===== src/rtl/upconv_nch.sv =====
// ---------------------------------------------------------------------------
// upconv_nch
// N-channel interleaved-IQ upconverter. Each channel multiplies its I/Q
// interleaved baseband stream by two LO lanes, sums each lane's product with
// the previous one (so every sum holds one I and one Q term), rounds, shifts
// and saturates, producing two DAC samples per clock (dac1 for the first
// half-cycle, dac2 for the second).
//
// Ports
//   clk       in   1        system clock
//   rst_n     in   1        synchronous reset, active low
//   enable    in   1        1 = outputs active, 0 = outputs forced to 0
//   clear     in   1        pulse, clears sat_flag and flag_err
//   iq_flag   in   1        1 = I sample, 0 = Q sample; must alternate
//   iq_data   in   NCH*DW   signed baseband samples, channel k at [k*DW +: DW]
//   lo1       in   NCH*LW   signed LO lane 1 per channel
//   lo2       in   NCH*LW   signed LO lane 2 per channel
//   dac1      out  NCH*OW   signed first-half-cycle DAC sample per channel
//   dac2      out  NCH*OW   signed second-half-cycle DAC sample per channel
//   sat_flag  out  NCH      sticky saturation flag per channel
//   flag_err  out  1        sticky iq_flag alternation error
//
// Pipeline: products -> pair sums -> rounded/saturated DAC (3 clocks).
// ---------------------------------------------------------------------------
module upconv_nch #(
    parameter int NCH   = 2,
    parameter int DW    = 18,
    parameter int LW    = 18,
    parameter int OW    = 16,
    parameter int SHIFT = 19
) (
    input  logic              clk,
    input  logic              rst_n,
    input  logic              enable,
    input  logic              clear,
    input  logic              iq_flag,
    input  logic [NCH*DW-1:0] iq_data,
    input  logic [NCH*LW-1:0] lo1,
    input  logic [NCH*LW-1:0] lo2,
    output logic [NCH*OW-1:0] dac1,
    output logic [NCH*OW-1:0] dac2,
    output logic [NCH-1:0]    sat_flag,
    output logic              flag_err
);

    localparam int PW = DW + LW;   // full product width
    localparam int SW = PW + 1;    // pair-sum width
    localparam int RW = SW + 1;    // headroom for the rounding constant

    // Full-precision signed product.
    function automatic logic signed [PW-1:0] f_mul(
        input logic signed [DW-1:0] a,
        input logic signed [LW-1:0] b
    );
        logic signed [PW-1:0] ax;
        logic signed [PW-1:0] bx;
        ax = PW'(a);
        bx = PW'(b);
        return ax * bx;
    endfunction

    // Sum of current and previous product without truncation.
    function automatic logic signed [SW-1:0] f_pair(
        input logic signed [PW-1:0] a,
        input logic signed [PW-1:0] b
    );
        logic signed [SW-1:0] ax;
        logic signed [SW-1:0] bx;
        ax = SW'(a);
        bx = SW'(b);
        return ax + bx;
    endfunction

    // Round half up, arithmetic shift, saturate. MSB of result = clipped.
    function automatic logic [OW:0] f_round_sat(input logic signed [SW-1:0] s);
        logic signed [RW-1:0] rnd;
        logic signed [RW-1:0] v;
        logic signed [RW-1:0] vmax;
        logic signed [RW-1:0] vmin;
        logic        [OW:0]   res;
        rnd = '0;
        rnd[SHIFT-1] = 1'b1;
        v    = (RW'(s) + rnd) >>> SHIFT;
        vmax = RW'($signed({1'b0, {(OW-1){1'b1}}}));
        vmin = RW'($signed({1'b1, {(OW-1){1'b0}}}));
        if (v > vmax) begin
            res = {1'b1, vmax[OW-1:0]};
        end else if (v < vmin) begin
            res = {1'b1, vmin[OW-1:0]};
        end else begin
            res = {1'b0, v[OW-1:0]};
        end
        return res;
    endfunction

    logic signed [PW-1:0] r_p1  [NCH];
    logic signed [PW-1:0] r_p2  [NCH];
    logic signed [PW-1:0] r_p1d [NCH];
    logic signed [PW-1:0] r_p2d [NCH];
    logic signed [SW-1:0] r_s1  [NCH];
    logic signed [SW-1:0] r_s2  [NCH];
    logic signed [OW-1:0] r_dac1 [NCH];
    logic signed [OW-1:0] r_dac2 [NCH];
    logic [NCH-1:0]       r_sat;
    logic                 r_flag_err;
    logic                 r_prev_flag;
    logic                 r_flag_vld;

    logic signed [PW-1:0] w_p1 [NCH];
    logic signed [PW-1:0] w_p2 [NCH];
    logic [OW:0]          w_q1 [NCH];
    logic [OW:0]          w_q2 [NCH];
    logic                 w_err_set;
    logic                 w_err_next;
    logic                 w_mute;

    // Products, rounding and the next state of the error/mute controls.
    always_comb begin
        w_err_set  = r_flag_vld && (iq_flag == r_prev_flag);
        // A new error wins over a same-cycle clear.
        w_err_next = w_err_set | (r_flag_err & ~clear);
        // Mute uses the next error state so dac goes to 0 on the edge flag_err rises.
        w_mute     = ~enable | w_err_next;
        for (int k = 0; k < NCH; k++) begin
            w_p1[k] = f_mul(iq_data[k*DW +: DW], lo1[k*LW +: LW]);
            w_p2[k] = f_mul(iq_data[k*DW +: DW], lo2[k*LW +: LW]);
            w_q1[k] = f_round_sat(r_s1[k]);
            w_q2[k] = f_round_sat(r_s2[k]);
        end
    end

    // Pipeline registers, sticky flags and iq_flag history.
    always_ff @(posedge clk) begin
        if (!rst_n) begin
            for (int k = 0; k < NCH; k++) begin
                r_p1[k]   <= '0;
                r_p2[k]   <= '0;
                r_p1d[k]  <= '0;
                r_p2d[k]  <= '0;
                r_s1[k]   <= '0;
                r_s2[k]   <= '0;
                r_dac1[k] <= '0;
                r_dac2[k] <= '0;
            end
            r_sat       <= '0;
            r_flag_err  <= 1'b0;
            r_prev_flag <= 1'b0;
            r_flag_vld  <= 1'b0;
        end else begin
            r_prev_flag <= iq_flag;
            r_flag_vld  <= 1'b1;
            r_flag_err  <= w_err_next;
            for (int k = 0; k < NCH; k++) begin
                r_p1[k]  <= w_p1[k];
                r_p2[k]  <= w_p2[k];
                r_p1d[k] <= r_p1[k];
                r_p2d[k] <= r_p2[k];
                r_s1[k]  <= f_pair(r_p1[k], r_p1d[k]);
                r_s2[k]  <= f_pair(r_p2[k], r_p2d[k]);
                if (w_mute) begin
                    r_dac1[k] <= '0;
                    r_dac2[k] <= '0;
                end else begin
                    r_dac1[k] <= w_q1[k][OW-1:0];
                    r_dac2[k] <= w_q2[k][OW-1:0];
                end
                // Clipping is a data-path property; it is flagged even when muted.
                r_sat[k] <= w_q1[k][OW] | w_q2[k][OW] | (r_sat[k] & ~clear);
            end
        end
    end

    genvar g;
    generate
        for (g = 0; g < NCH; g++) begin : g_out
            assign dac1[g*OW +: OW] = r_dac1[g];
            assign dac2[g*OW +: OW] = r_dac2[g];
        end
    endgenerate

    assign sat_flag = r_sat;
    assign flag_err = r_flag_err;

endmodule


===== config.mk =====
export PLATFORM = sky130hd
export DESIGN_NAME = upconv_nch
export DESIGN_NICKNAME = d
export VERILOG_FILES = /design/src/rtl/upconv_nch.sv
export SDC_FILE = /design/constraint.sdc
export NUM_CORES = 2
export LEC_CHECK = 0
export ABC_AREA = 1
export CORE_UTILIZATION = 45
export CTS_CLUSTER_SIZE = 16
export DETAILED_ROUTE_END_ITERATION = 10
export PLACE_DENSITY = 0.72
export SLEW_MARGIN = 10
export SYNTH_ARGS = -nofsm -noshare
export SYNTH_HDL_FRONTEND = slang
export SYNTH_SLANG_ARGS = --single-unit

===== constraint.sdc =====
create_clock -name clk -period 6.5 [get_ports clk]
set_clock_uncertainty 0.1 [all_clocks]
set_input_delay 1.3 -clock clk [delete_from_list [all_inputs] [get_ports clk]]
set_output_delay 1.3 -clock clk [all_outputs]
set_load 0.01 [all_outputs]

# [After elaboration in Yosys (flattened, before gate mapping)]
# Memories as Yosys holds them, arrays and structs flattened.
# Index checks and enable logic that the tools add are counted.
[classes] addsub=8 muxes=36 eq_ne=1 div_mod_pow=0 multipliers=4 order_cmp=8 bitwise_logic=31 n_reduce_logical=1 n_shift=0
[op_table] operator="two-way mux 36 bit" n=8
[op_table] operator="adder 37 x 20 -> 38 bit (second input constant)" n=4
[op_table] operator="adder 36 x 36 -> 37 bit" n=4
[op_table] operator="two-way mux 37 bit" n=4
[op_table] operator="multiplier 18 x 18 -> 36 bit" n=4
[op_table] operator="two-way mux 17 bit" n=8
[op_table] operator="two-way mux 16 bit" n=8
[op_table] operator="> comparator 19 x 16 -> 1 bit (second input constant)" n=4
[op_table] operator="less-than comparator 19 x 16 -> 1 bit (second input constant)" n=4
[op_table] operator="bitwise OR 1 bit" n=26
[op_table] operator="two-way mux 1 bit" n=8
[op_table] operator="bitwise AND 1 bit" n=3
[op_table] operator="NOT 1 bit" n=2
[op_table] operator="equality test 1 bit" n=1
[op_table] operator="logical AND 1 bit" n=1
[word_totals] latch_bits=0 mem_bits_ro=0 register_bits=5 out_inout_bits=67 mem_bits_rw=500 mem_count=8
[mem_list] name="r_s1" depth=2 width=37 read_ports=2 rd_clocked_by_memory_dff=0 write_ports=2 line_no="100" text="logic signed [SW-1:0] r_s1 [NCH];"
[mem_list] name="r_s2" depth=2 width=37 read_ports=2 rd_clocked_by_memory_dff=0 write_ports=2 line_no="101" text="logic signed [SW-1:0] r_s2 [NCH];"
[mem_list] name="r_p1" depth=2 width=36 read_ports=2 rd_clocked_by_memory_dff=0 write_ports=2 line_no="96" text="logic signed [PW-1:0] r_p1 [NCH];"
[mem_list] name="r_p1d" depth=2 width=36 read_ports=2 rd_clocked_by_memory_dff=0 write_ports=2 line_no="98" text="logic signed [PW-1:0] r_p1d [NCH];"
[mem_list] name="r_p2" depth=2 width=36 read_ports=2 rd_clocked_by_memory_dff=0 write_ports=2 line_no="97" text="logic signed [PW-1:0] r_p2 [NCH];"
[mem_list] name="r_p2d" depth=2 width=36 read_ports=2 rd_clocked_by_memory_dff=0 write_ports=2 line_no="99" text="logic signed [PW-1:0] r_p2d [NCH];"
[mem_list] name="2 more memories"

# [Longest topological paths before layout]
[logic_depth] ltp_word=9 ltp_mapped=30

# [Least setup slack after synthesis]
# Ideal clock, no wire load.
[synth_path] path_kind="input-to-reg" start="in iq_data[35]" end="mem r_p2[0][67] (netlist name)" path_stages=23 setup_ps=113 arrival_ps=6758 setup_slack_ps=-470 path_cell_list="clkbuf_1 -> clkbuf_1 -> nand2_1 -> fa_1 -> inv_1 -> fa_1 -> fa_1 -> fa_1 -> fa_1 -> inv_1 -> fa_1 -> inv_1 -> ha_1 -> nand2_1 -> nor2_1 -> inv_1 -> nor2_1 -> inv_1 -> or2_2 -> nand2_1 -> a21oi_1 -> nor2_1 -> nor2_1"
[synth_rtl] item="from (decl)" line_no="37" text="input logic [NCH*DW-1:0] iq_data,"
[synth_rtl] item="to (decl)" line_no="97"

==> impl_metrics.yaml <==
outcome:
  status: "complete, no violations"
clocking:
  cts-root-buf: "clkbuf_16"
  insertion_delay_ns: 0.66
  cts_tree: "yes"
  cts_buffers: 52
  ctsHoldBuffers: 0
  cts_buffer_depth: 3
  htree_levels: 2
  path_clk_slew_ns: 0.06
  clock_sinks: 433
grt:
  grt_overflow: 0
  grtUsageMet1_pct: 34.2
  grt_max_degree: 102
  grt_usage_pct: 25.6
  busiest_layer: "met2"
  grt_pass1_wl_mm: 339
  grt_pass1_vias: 65700
  antenna_found_initial: 4
  global_route.usage.met3_pct: 3.11
  met2_usage_pct: 44.2
placed_design:
  place_area_um2: 85100
  hpwl_mm: 176
  placed_cells: 12900
  place.gp.congestion: 0.941
  portBuffers: 179
floorplan:
  dieWidth_um: 406
  ios: 180
  fp.coreArea_um2: 163000
  dieArea_um2: 165000
  start_util_pct: 45.3
  die_h_um: 406
  rows: 148
logic_synthesis:
  synth_edf_count: 64
  yosysWarnings: 0
  mappedNetlistArea_um2: 73600
  synth_seq_cells: 433
  ys_types: 50
  syn_inst: 9881
  synth_ff_type: "dfxtp_1"
  seq_area_frac_synth_pct: 12.6
  synth_area_per_cell_um2: 7.45
  async_flop_share_pct: 0
timing:
  post-route-period-util_pct: 98.0
  slew_violations: 0
  rsz0062_at_grt: "yes"
  tightest_slew_ns: 1.09
  max_clock_freq_mhz: 157
  finalHoldViolCount: 0
  relSlewSlack_pct: 27.3
  setup-violations-final: 0
  min_period_ns: 6.37
  fin_hold_ws_ns: 0.334
critical_path:
  worstPathMaxFanout: 8
  start_kind: "input pin"
  cp.required_ns: 6.95
  endpoint_kind: "register"
  cp.arrival_ns: 6.82
  critPathSlowestCell: "fa_1"
  max_stage_delay_ns: 0.56
  worstSetupPathType: "input pin to register"
layout:
  syn_to_final_growth_pct: 22.6
  drive_gt1_share_pct: 13.7
  final_cell_mix: "inv_1, nand2_1, fa_1"
  finalNonFillerCells: 13000
  fin_nets: 12800
  design_area_um2: 90300
  mostFrequentLayoutCell: "inv_1"
route:
  drtAntennaViolNets: 0
  routed_wl_mm: 221
  wl_per_cell_um: 16.9
  vias: 64300
  drt_iter0_drc: 4641
  via_per_inst: 4.93
  firstDrtPassIters: 6
  drc: 0
run:
  drv_cap: 0
min_path:
  hp-class: "register to register"
-- state kept, by name (all words and copies together), names as in the netlist --
register	cells
r_p1d	72
sat_flag	2
r_prev_flag	1
r_dac1	32
r_flag_vld	1
r_s1	38
flag_err	1
r_p1	72
r_p2	72
r_dac2	32
r_s2	38
r_p2d	72
-- cell type report --
type                    count  area, µm²
clock inverters            35        403
diodes                      3       7.51
well taps                2175       2720
flip-flops and latches    433       9310
repair buffers           1167      11400
inverters                2716      10200
fillers                 14900      72300
clock buffers              59       1370
multi-input cells        6460      54800
-- critical path: cells and delay by family --
family | cells | cell delay [ns]
buf+inv | 10 | 1.26
simple gates | 8 | 0.89
fa+ha+maj | 7 | 3.32
-- metrics by stage --
| step | TNS [ns] | setup WS (ns) | utilization, % |
|---|---|---|---|
| finish | 0 | 0.128 | 55.5 |
| global route | -0.879 | -0.0895 | 55.5 |
| CTS | 0 | 0.000312 | 53.5 |
| detailed placement | -56.83 | -0.819 | 52.3 |
| global placement | -51.78 | -0.843 | 52.3 |
| floorplan | -0.0351 | -0.0351 | - |
-- logic make-up (layout without fill, tap and decap cells) --
group                    Yosys count  count (layout)  synth area share, %
AND/OR/NAND/NOR                 3544            3544                 19.0
buffers and inverters           3051            3977                 15.6
adder cells (fa/ha/maj)         1832            1832                 44.6
AO/OA/AOI/OAI                    932             932                 7.06
flip-flops                       433             433                 12.6
XOR/XNOR                          88              88                 1.06
other                              1              67              0.00509
-- final timing paths --
check | start | end | slack [ns] | cells after the start
setup / recovery | iq_data[21] | r_p1[0][68] | 0.13 | 25
setup reg to reg | r_s1[0][55] | r_dac1[1][14] | 3.38 | 9
hold reg to reg | r_p1[0][68] | r_p1d[0][68] | 0.33 | 2
hold / removal | r_p1[0][68] | r_p1d[0][68] | 0.33 | 2
-- metal layers --
metal / vias to the layer above / wire, µm
met4: 2 / 6880
met2: 2112 / 106000
met3: 410 / 16900
met1: 31100 / 91600
li1: 30700 / -
met5: - / 100
-- repair_timing --
item	in CTS	in global routing
gates resized for setup	42	479
setup endpoints to repair	28	89
pin swaps	10	99
setup buffers	4	48
gates cloned	0	40
-- synthesized netlist by cell type, drive strengths merged (4+ instances only) --
library cell	count	area share, %
nand3b	11	0.11
and2	4	0.034
nor3	67	0.47
xor2	38	0.46
and3	5	0.042
nand4	51	0.43
clkbuf	281	1.4
o21ai	274	1.9
or2	7	0.059
edfxtp	64	2.6
o21a	44	0.45
fa	1316	36
xnor2	50	0.59
inv	2716	14
nor2	738	3.8
buf	54	0.33
o211ai	13	0.13
o21bai	46	0.48
a31oi	28	0.24
nand2	2437	12
a21boi	12	0.12
nor4	13	0.11
ha	516	8.8
dfxtp	369	10
a21o	52	0.53
nand3	211	1.5
a21oi	453	3.1
Power is not shown: default switching activity piles up to over one toggle a cycle in this logic, so the estimate is an artifact.
